### src/rtl/imem_arbiter_ctrl_if.sv
// Bus bundle between the instruction-memory arbiter and its clients:
// CPU fetch port, program-loader port and the byte-wide memory array port.
interface imem_arbiter_ctrl_if #(
  parameter int AW = 7
);
  logic          fetch_req;
  logic [31:0]   fetch_addr;
  logic          fetch_valid;
  logic [31:0]   fetch_instr;
  logic          fetch_err;
  logic          load_req;
  logic [31:0]   load_addr;
  logic [31:0]   load_data;
  logic          load_ack;
  logic          load_err;
  logic [AW-1:0] mem_addr;
  logic          mem_we;
  logic [7:0]    mem_wdata;
  logic [7:0]    mem_rdata;
  logic          busy;

  // Arbiter side
  modport slave (
    input  fetch_req, fetch_addr, load_req, load_addr, load_data, mem_rdata,
    output fetch_valid, fetch_instr, fetch_err, load_ack, load_err,
           mem_addr, mem_we, mem_wdata, busy
  );

  // Client / memory side
  modport master (
    output fetch_req, fetch_addr, load_req, load_addr, load_data, mem_rdata,
    input  fetch_valid, fetch_instr, fetch_err, load_ack, load_err,
           mem_addr, mem_we, mem_wdata, busy
  );
endinterface

### src/rtl/imem_arbiter_ctrl.sv
// Round-robin arbiter between a CPU fetch port and a program loader sharing
// a byte-wide instruction memory. Words are moved as four big-endian byte
// beats; bad addresses are answered immediately without touching memory.
module imem_arbiter_ctrl #(
  parameter int DEPTH = 128,
  parameter int AW    = 7
) (
  input logic               clk,
  input logic               rst_n,
  imem_arbiter_ctrl_if.slave bus
);

  typedef enum logic [1:0] {IDLE, RD, WR, RESP} state_t;

  state_t        state_q, state_d;
  logic [1:0]    beat_q, beat_d;
  logic          last_load_q, last_load_d;   // 1: loader got the last grant
  logic          op_load_q, op_load_d;       // 1: current transaction is a load
  logic          err_q, err_d;
  logic [31:0]   instr_q, instr_d;
  logic [AW-1:0] base_q, base_d;
  logic [31:0]   wdata_q, wdata_d;
  logic [23:0]   asm_q, asm_d;               // first three fetched bytes

  logic          grant_load;
  logic [31:0]   sel_addr;
  logic [AW-1:0] beat_addr;

  function automatic logic addr_bad(input logic [31:0] a);
    return (a[1:0] != 2'b00) || (a > 32'(DEPTH - 4));
  endfunction

  // Round-robin pick: on a tie the requester not granted last wins
  always_comb begin
    grant_load = bus.load_req && (!bus.fetch_req || !last_load_q);
    sel_addr   = grant_load ? bus.load_addr : bus.fetch_addr;
    beat_addr  = base_q + AW'(beat_q);
  end

  // Next-state, datapath next values and bus outputs
  always_comb begin
    state_d         = state_q;
    beat_d          = beat_q;
    last_load_d     = last_load_q;
    op_load_d       = op_load_q;
    err_d           = err_q;
    instr_d         = instr_q;
    base_d          = base_q;
    wdata_d         = wdata_q;
    asm_d           = asm_q;
    bus.mem_addr    = '0;
    bus.mem_we      = 1'b0;
    bus.mem_wdata   = 8'h00;
    bus.fetch_valid = 1'b0;
    bus.fetch_err   = 1'b0;
    bus.load_ack    = 1'b0;
    bus.load_err    = 1'b0;
    case (state_q)
      IDLE: begin
        if (bus.fetch_req || bus.load_req) begin
          op_load_d   = grant_load;
          last_load_d = grant_load;
          base_d      = sel_addr[AW-1:0];
          wdata_d     = bus.load_data;
          beat_d      = 2'd0;
          err_d       = addr_bad(sel_addr);
          if (addr_bad(sel_addr)) begin
            state_d = RESP;
            if (!grant_load) instr_d = 32'h0;
          end else begin
            state_d = grant_load ? WR : RD;
          end
        end
      end
      RD: begin
        bus.mem_addr = beat_addr;
        beat_d       = beat_q + 2'd1;
        case (beat_q)
          2'd0:    asm_d[23:16] = bus.mem_rdata;
          2'd1:    asm_d[15:8]  = bus.mem_rdata;
          2'd2:    asm_d[7:0]   = bus.mem_rdata;
          default: begin
            instr_d = {asm_q, bus.mem_rdata};
            state_d = RESP;
          end
        endcase
      end
      WR: begin
        bus.mem_addr = beat_addr;
        bus.mem_we   = 1'b1;
        beat_d       = beat_q + 2'd1;
        case (beat_q)
          2'd0:    bus.mem_wdata = wdata_q[31:24];
          2'd1:    bus.mem_wdata = wdata_q[23:16];
          2'd2:    bus.mem_wdata = wdata_q[15:8];
          default: bus.mem_wdata = wdata_q[7:0];
        endcase
        if (beat_q == 2'd3) state_d = RESP;
      end
      RESP: begin
        bus.fetch_valid = !op_load_q;
        bus.fetch_err   = !op_load_q && err_q;
        bus.load_ack    = op_load_q;
        bus.load_err    = op_load_q && err_q;
        state_d         = IDLE;
      end
      default: state_d = IDLE;
    endcase
  end

  // Control state and the visible instruction register
  always_ff @(posedge clk or negedge rst_n) begin
    if (!rst_n) begin
      state_q     <= IDLE;
      beat_q      <= 2'd0;
      last_load_q <= 1'b0;
      op_load_q   <= 1'b0;
      err_q       <= 1'b0;
      instr_q     <= 32'h0;
    end else begin
      state_q     <= state_d;
      beat_q      <= beat_d;
      last_load_q <= last_load_d;
      op_load_q   <= op_load_d;
      err_q       <= err_d;
      instr_q     <= instr_d;
    end
  end

  // Latched address/data and partial fetch word; only read while busy
  always_ff @(posedge clk) begin
    base_q  <= base_d;
    wdata_q <= wdata_d;
    asm_q   <= asm_d;
  end

  assign bus.fetch_instr = instr_q;
  assign bus.busy        = (state_q != IDLE);

endmodule

### src/flat_wrapper.sv
// flat-port wrapper written by rule: the top's interface ports become plain ports
module imem_arbiter_ctrl_flat 
#(
  parameter int DEPTH = 128,
  parameter int AW    = 7
)
  (clk, rst_n, bus_fetch_req, bus_fetch_addr, bus_load_req, bus_load_addr, bus_load_data, bus_mem_rdata, bus_fetch_valid, bus_fetch_instr, bus_fetch_err, bus_load_ack, bus_load_err, bus_mem_addr, bus_mem_we, bus_mem_wdata, bus_busy);
  imem_arbiter_ctrl_if #(.AW(AW)) bus_i ();
  input logic clk;
  input logic rst_n;
  input wire logic [$bits(bus_i.fetch_req)-1:0] bus_fetch_req;
  input wire logic [$bits(bus_i.fetch_addr)-1:0] bus_fetch_addr;
  input wire logic [$bits(bus_i.load_req)-1:0] bus_load_req;
  input wire logic [$bits(bus_i.load_addr)-1:0] bus_load_addr;
  input wire logic [$bits(bus_i.load_data)-1:0] bus_load_data;
  input wire logic [$bits(bus_i.mem_rdata)-1:0] bus_mem_rdata;
  output wire logic [$bits(bus_i.fetch_valid)-1:0] bus_fetch_valid;
  output wire logic [$bits(bus_i.fetch_instr)-1:0] bus_fetch_instr;
  output wire logic [$bits(bus_i.fetch_err)-1:0] bus_fetch_err;
  output wire logic [$bits(bus_i.load_ack)-1:0] bus_load_ack;
  output wire logic [$bits(bus_i.load_err)-1:0] bus_load_err;
  output wire logic [$bits(bus_i.mem_addr)-1:0] bus_mem_addr;
  output wire logic [$bits(bus_i.mem_we)-1:0] bus_mem_we;
  output wire logic [$bits(bus_i.mem_wdata)-1:0] bus_mem_wdata;
  output wire logic [$bits(bus_i.busy)-1:0] bus_busy;
  assign bus_i.fetch_req = bus_fetch_req;
  assign bus_i.fetch_addr = bus_fetch_addr;
  assign bus_i.load_req = bus_load_req;
  assign bus_i.load_addr = bus_load_addr;
  assign bus_i.load_data = bus_load_data;
  assign bus_i.mem_rdata = bus_mem_rdata;
  assign bus_fetch_valid = bus_i.fetch_valid;
  assign bus_fetch_instr = bus_i.fetch_instr;
  assign bus_fetch_err = bus_i.fetch_err;
  assign bus_load_ack = bus_i.load_ack;
  assign bus_load_err = bus_i.load_err;
  assign bus_mem_addr = bus_i.mem_addr;
  assign bus_mem_we = bus_i.mem_we;
  assign bus_mem_wdata = bus_i.mem_wdata;
  assign bus_busy = bus_i.busy;
  imem_arbiter_ctrl #(.DEPTH(DEPTH), .AW(AW)) u_core (.clk(clk), .rst_n(rst_n), .bus(bus_i));
endmodule
### config.mk
export PLATFORM = sky130hd
export DESIGN_NAME = imem_arbiter_ctrl_flat
export DESIGN_NICKNAME = d
export VERILOG_FILES = /design/src/rtl/imem_arbiter_ctrl_if.sv /design/src/rtl/imem_arbiter_ctrl.sv /design/src/flat_wrapper.sv
export SDC_FILE = /design/constraint.sdc
export NUM_CORES = 1
export LEC_CHECK = 0
export CAP_MARGIN = 10
export CORE_UTILIZATION = 30
export DETAILED_ROUTE_END_ITERATION = 10
export HOLD_SLACK_MARGIN = 0.12
export PLACE_DENSITY = 0.58
export RECOVER_POWER = 25
export SYNTH_ARGS = -nofsm -noshare
export SYNTH_HDL_FRONTEND = slang
export SYNTH_SLANG_ARGS = --single-unit
### constraint.sdc
create_clock -name clk -period 4.5 [get_ports clk]
set_input_delay 0.9 -clock clk [delete_from_list [all_inputs] [get_ports clk]]
set_output_delay 0.9 -clock clk [all_outputs]
set_load 0.01 [all_outputs]
# Word-level counts from Yosys, hierarchy flattened
# Index checks and enable logic that the tools add are counted.
dict set report classes {
  addsub 2
  multipliers 0
  div_mod_pow 0
  n_lt_le_gt_ge 1
  eq_ne 11
  n_shift 0
  mux 22
  bitwise_logic 0
  n_reduce_logical 23
}
# op count
set ops {}
lappend ops {{two-way mux 32 bit} 5}
lappend ops {{case mux 32 bit (2 select lines)} 1}
lappend ops {{greater-than comparator 32 x 7 -> 1 bit, second input constant} 1}
lappend ops {{case mux 8 bit (3 select lines)} 1}
lappend ops {{two-way mux 2 bit} 6}
lappend ops {{AND reduction 2 bit} 5}
lappend ops {{equality test 2 bit, second input constant} 4}
lappend ops {{two-way mux 8 bit} 1}
lappend ops {{case mux 2 bit (4 select lines)} 1}
lappend ops {{nonzero test 2 bit} 4}
lappend ops {{adder 7 x 2 -> 7 bit} 1}
lappend ops {{two-way mux 7 bit} 1}
lappend ops {{!= test 2 x 1 -> 1 bit, second input constant} 3}
lappend ops {{two-way mux 1 bit} 5}
lappend ops {{AND reduction 5 bit} 1}
lappend ops {{equality test 2 x 1 -> 1 bit, second input constant} 2}
lappend ops {{zero test 2 bit} 2}
lappend ops {{!= test 2 bit, second input constant} 2}
lappend ops {{case mux 2 bit (2 select lines)} 1}
lappend ops {{logical AND 1 bit} 3}
lappend ops {{logical OR 1 bit} 3}
lappend ops {{AND reduction 3 bit} 1}
lappend ops {{OR reduction 3 bit} 1}
lappend ops {{adder 2 x 1 -> 2 bit, second input constant} 1}
lappend ops {{2 further kinds} 3}
dict set report word_totals {
  regBits 101
  latchBits 0
  ramBits 0
  romBits 0
  inputBits 108
  elab_cells 69
  memories 0
}

# Longest topological paths before layout
dict set report logic_depth {
  depth_word 9
  depth_mapped 8
  ltp_nobuf 7
}

# Worst setup path before layout
# No wires, ideal clock.
dict set report synth_timing {
  path_kind {input to register}
  from {input bus_fetch_req}
  to {register u_core.beat_q[1]}
  setup_ps 122
  arrival_time_ps 3105
  required_ps 4378
  path_slack_ps 1273
  stages 4
  cell_sequence {nor2_1 nor2_1 a21oi_1 a32o_1}
}
dict set report synth_via {
  elab_chain_len 3
}
# element line_no
set synth_rtl {}
lappend synth_rtl {{from (decl)} flat_wrapper.sv:11} ;# input wire logic [$bits(bus_i.fetch_req)-1:0] bus_fetch_req;
lappend synth_rtl {{logical OR 1 bit} imem_arbiter_ctrl.sv:60} ;# if (bus.fetch_req || bus.load_req) begin
lappend synth_rtl {{!= test 2 x 1 -> 1 bit (no line)} -}
lappend synth_rtl {{AND reduction 2 bit (no line)} -}
lappend synth_rtl {{to (signal assigned)} imem_arbiter_ctrl.sv:122} ;# beat_q <= beat_d;
lappend synth_rtl {{to (decl)} imem_arbiter_ctrl.sv:16} ;# logic [1:0] beat_q, beat_d;
# Every way passes these cells.
# A chain may end at the register's enable or synchronous reset.

# Worst setup path in the final report
dict set report layout_timing {
  from {register u_core.beat_q[0]}
  to {output bus_mem_addr[6]}
}
dict set report layout_via {
  elab_chain_len 2
}
# element line_no
set layout_rtl {}
lappend layout_rtl {{adder 7 x 2 -> 7 bit} imem_arbiter_ctrl.sv:37} ;# beat_addr = base_q + AW'(beat_q);
lappend layout_rtl {{two-way mux 7 bit} imem_arbiter_ctrl.sv:58} ;# case (state_q)
lappend layout_rtl {{to (decl)} flat_wrapper.sv:22} ;# output wire logic [$bits(bus_i.mem_addr)-1:0] bus_mem_addr;
# Every way passes these cells.

==> impl_results.md <==
* Status: finished with violations
* Failing checks: max-capacitance violations, max-slew violations
* PnR worst setup slack at 1190 ps
* P per Cell Area at 602 mW/mm2
* Root Driver: clkbuf_16
* Most common cell after layout, fill and taps aside: clkdlybuf4s50_1
* Hold endpoint: u_core.bus.fetch_instr[27]$_DFFE_PN0P_
* DRT Pass-1 Iters at 4
* Drt drc at 0
* Clock latency on the worst-skew pair at 340 ps
* Htree depth at 3
* Most frequent cells in the layout: clkdlybuf4s50_1, edfxtp_1, dlygate4sd3_1, dfrtp_1, a22o_1
* Setup TNS at 0 ps
* Grt total ovfl at 0
* Vias per cell at 4.67
* # hold bufs at CTS at 0
* Vias at 2871
* IO Pins at 161
* Classification of the worst-slack hold path: flip-flop to flip-flop
* Synth unique cells at 34
* Fmax at 302 MHz
* Reg2reg start: u_core.last_load_q$_DFFE_PN0P_
* Share of the cycle needed by the critical path after routing at 73.5%
* Area delta synth->final at 48.5%
* Clk sinks at 101
* FF+latch count, synth at 101
* Core area at 0.0134 mm2
* # diodes at 0
* Non-filler cells, final at 615
* Final-report max-slew violation count at 39
* Post-CTS Setup Inserts at 0
* Crit end category: output port
* Clock Tree Buf Depth at 2
* Synth Cell Area at 0.00417 mm2
* Fillers at 1211
* Hold path depth at 1
* Largest net degree at the start of global routing at 41
* TritonCTS buffer count at 9
* Placed cells at 599
* Post-layout util at 46.2%
* Worst IR Drop VDD at 0.305 mV
* Gpl congestion at 0.735
* Startpoint Class: flip-flop
* Hpwl dp at 7.25 mm
* Hold path startpoint: u_core.asm_q[19]$_DFFE_PP_
* CP Class: flip-flop to output port
* Routed WL per cell at 16.2 um
* # resized after CTS at 0
* Rows at 42
* Fin crit period at 3310 ps
* # setup viols final at 0
* Die ar. at 0.0144 mm2
* Syn Nets at 394
* Worst Path Required at 3600 ps
* CP Data Arrival Time at 2410 ps
* Pleak at 2.31 nW
* CTS tree: done
* Nets at 553
* Die width at 120 um
* Initial core utilization at 31.1%
* Worst Reg2Reg Path Length in Cells at 5
* DRT Wirelength at 9.98 mm
* Hold Vio Cnt, Final at 0
* Clock Pin Slew Worst Setup and Hold Paths at 70 ps
* Clk_skew at 12.5 ps
* GR Util All Layers at 14.6%
* Slew HR at -37.8%
* Synthesis Warnings at 0
* Max cap viols at 1
* Initial antenna violation count at 0
* Worst Path Max Fanout at 5
* Asr flop ratio synth at 37.6%
* Die Span Y at 120 um
* Ys flop type: edfxtp_1
* R2r setup slk at 2140 ps
* FF-to-FF End: u_core.bus.fetch_instr[3]$_DFFE_PN0P_
* Proportion of layout cells with a drive suffix above 1 at 7.52%
* RSZ-0062 raised after global routing: false
* Avg Cell Area, Syn at 15.1 um2
* Syn Inst Count at 275
* Post-Place Worst Slack at 1100 ps
* Worst-margin pin slew at 2070 ps
* Sequential area share after synthesis at 68.2%
* DRT iter0 DRCs at 151
* Detail Route Antenna Nets at 0
* First-pass GRT wire length at 15.9 mm
* EDFF count, synth at 63
* Vias in the first global route at 3018
* IO buf count at 160
==> registers in the layout, summed over array words and instances, names as in the netlist <==
| name | flops |
|---|---|
| u_core.last_load_q | 1 |
| u_core.base_q | 7 |
| u_core.asm_q | 24 |
| u_core.state_q | 2 |
| u_core.wdata_q | 32 |
| u_core.err_q | 1 |
| u_core.beat_q | 2 |
| u_core.bus.fetch_instr | 32 |
==> worst max-delay path, cell delays in order (launching register included) <==
cell	delay [ps]
dfrtp_1	440
ha_1	230
fa_1	400
nand3_1	130
nor2_1	70
xnor2_1	120
nor2b_1	120
clkdlybuf4s50_1	550
==> layer usage <==
layer / GRT usage [%] / routed length (um)
met2: 24.9 / 4920
met3: 3.80 / 562
met4: 4.14 / 55
met1: 18.3 / 4440
met5: 0 / 0
==> worst max-delay path by stage <==
stage,startpoint,to,slack [ps],cells past startpoint
6_report,u_core.beat_q[0]$_DFFE_PN0P_,bus_mem_addr[6],1190,7
5_1_grt,u_core.beat_q[1]$_DFFE_PN0P_,bus_mem_wdata[0],980,6
4_1_cts,u_core.beat_q[1]$_DFFE_PN0P_,bus_mem_wdata[6],1120,6
3_5_place_dp,bus_load_req,u_core.bus.fetch_instr[1]$_DFFE_PN0P_,1100,6
3_3_place_gp,bus_load_req,u_core.bus.fetch_instr[1]$_DFFE_PN0P_,1230,7
2_1_floorplan,bus_fetch_req,u_core.beat_q[1]$_DFFE_PN0P_,1270,4
==> cells by family after synthesis <==
| family | after synthesis | synth area share (%) |
|---|---|---|
| AND/OR/NAND/NOR | 68 | 8.89 |
| multiplexers | 8 | 2.22 |
| flip-flops | 101 | 68.2 |
| adder cells (fa/ha/maj) | 11 | 3.48 |
| XOR/XNOR | 5 | 1.05 |
| buffers and inverters | 19 | 3.00 |
| AO/OA/AOI/OAI | 63 | 13.1 |
==> report_power, final <==
group	total [W]	internal [W]	switching, W
combinational	0.00151	0.000802	0.000707
clock	0.000745	0.000388	0.000357
sequential	0.00147	0.00131	0.000160
==> per-stage QoR <==
step | hold WS, ps | total power (W) | instance area (um2)
3_3_place_gp | 451 | 0.00299 | 5900
4_1_cts | 470 | 0.00378 | 6190
5_1_grt | 487 | 0.00395 | 6180
3_5_place_dp | 457 | 0.00302 | 5900
6_report | 460 | 0.00372 | 6180
2_1_floorplan | 449 | 0.00226 | 4170
==> synth_stat cells (4+ instances only) <==
cell type / n / area, um2
a22o_1: 32 / 280
clkbuf_1: 6 / 22.5
o21ai_0: 9 / 45.0
xnor2_1: 4 / 35.0
nand2_1: 13 / 48.8
nor4_1: 12 / 75.1
and2_1: 17 / 106
dfrtp_1: 38 / 951
buf_6: 7 / 78.8
nor2b_1: 5 / 31.3
a21oi_1: 4 / 20.0
a222oi_1: 8 / 80.1
edfxtp_1: 63 / 1890
mux2_2: 7 / 78.8
ha_1: 10 / 125
nor2_1: 10 / 37.5
inv_1: 5 / 18.8
==> final cells by class <==
| class | count | area (um2) | share of cell area, % |
|---|---|---|---|
| clock buffer | 9 | 225 | 3.64 |
| clock inverter | 7 | 62.6 | 1.01 |
| inverter | 5 | 18.8 | 0.303 |
| multi-input combinational | 155 | 1200 | 19.5 |
| sequential | 101 | 2840 | 46.0 |
| tap | 176 | 220 | 3.56 |
| timing repair buffer | 162 | 1610 | 26.0 |
Power figures use the tool's default switching activity.
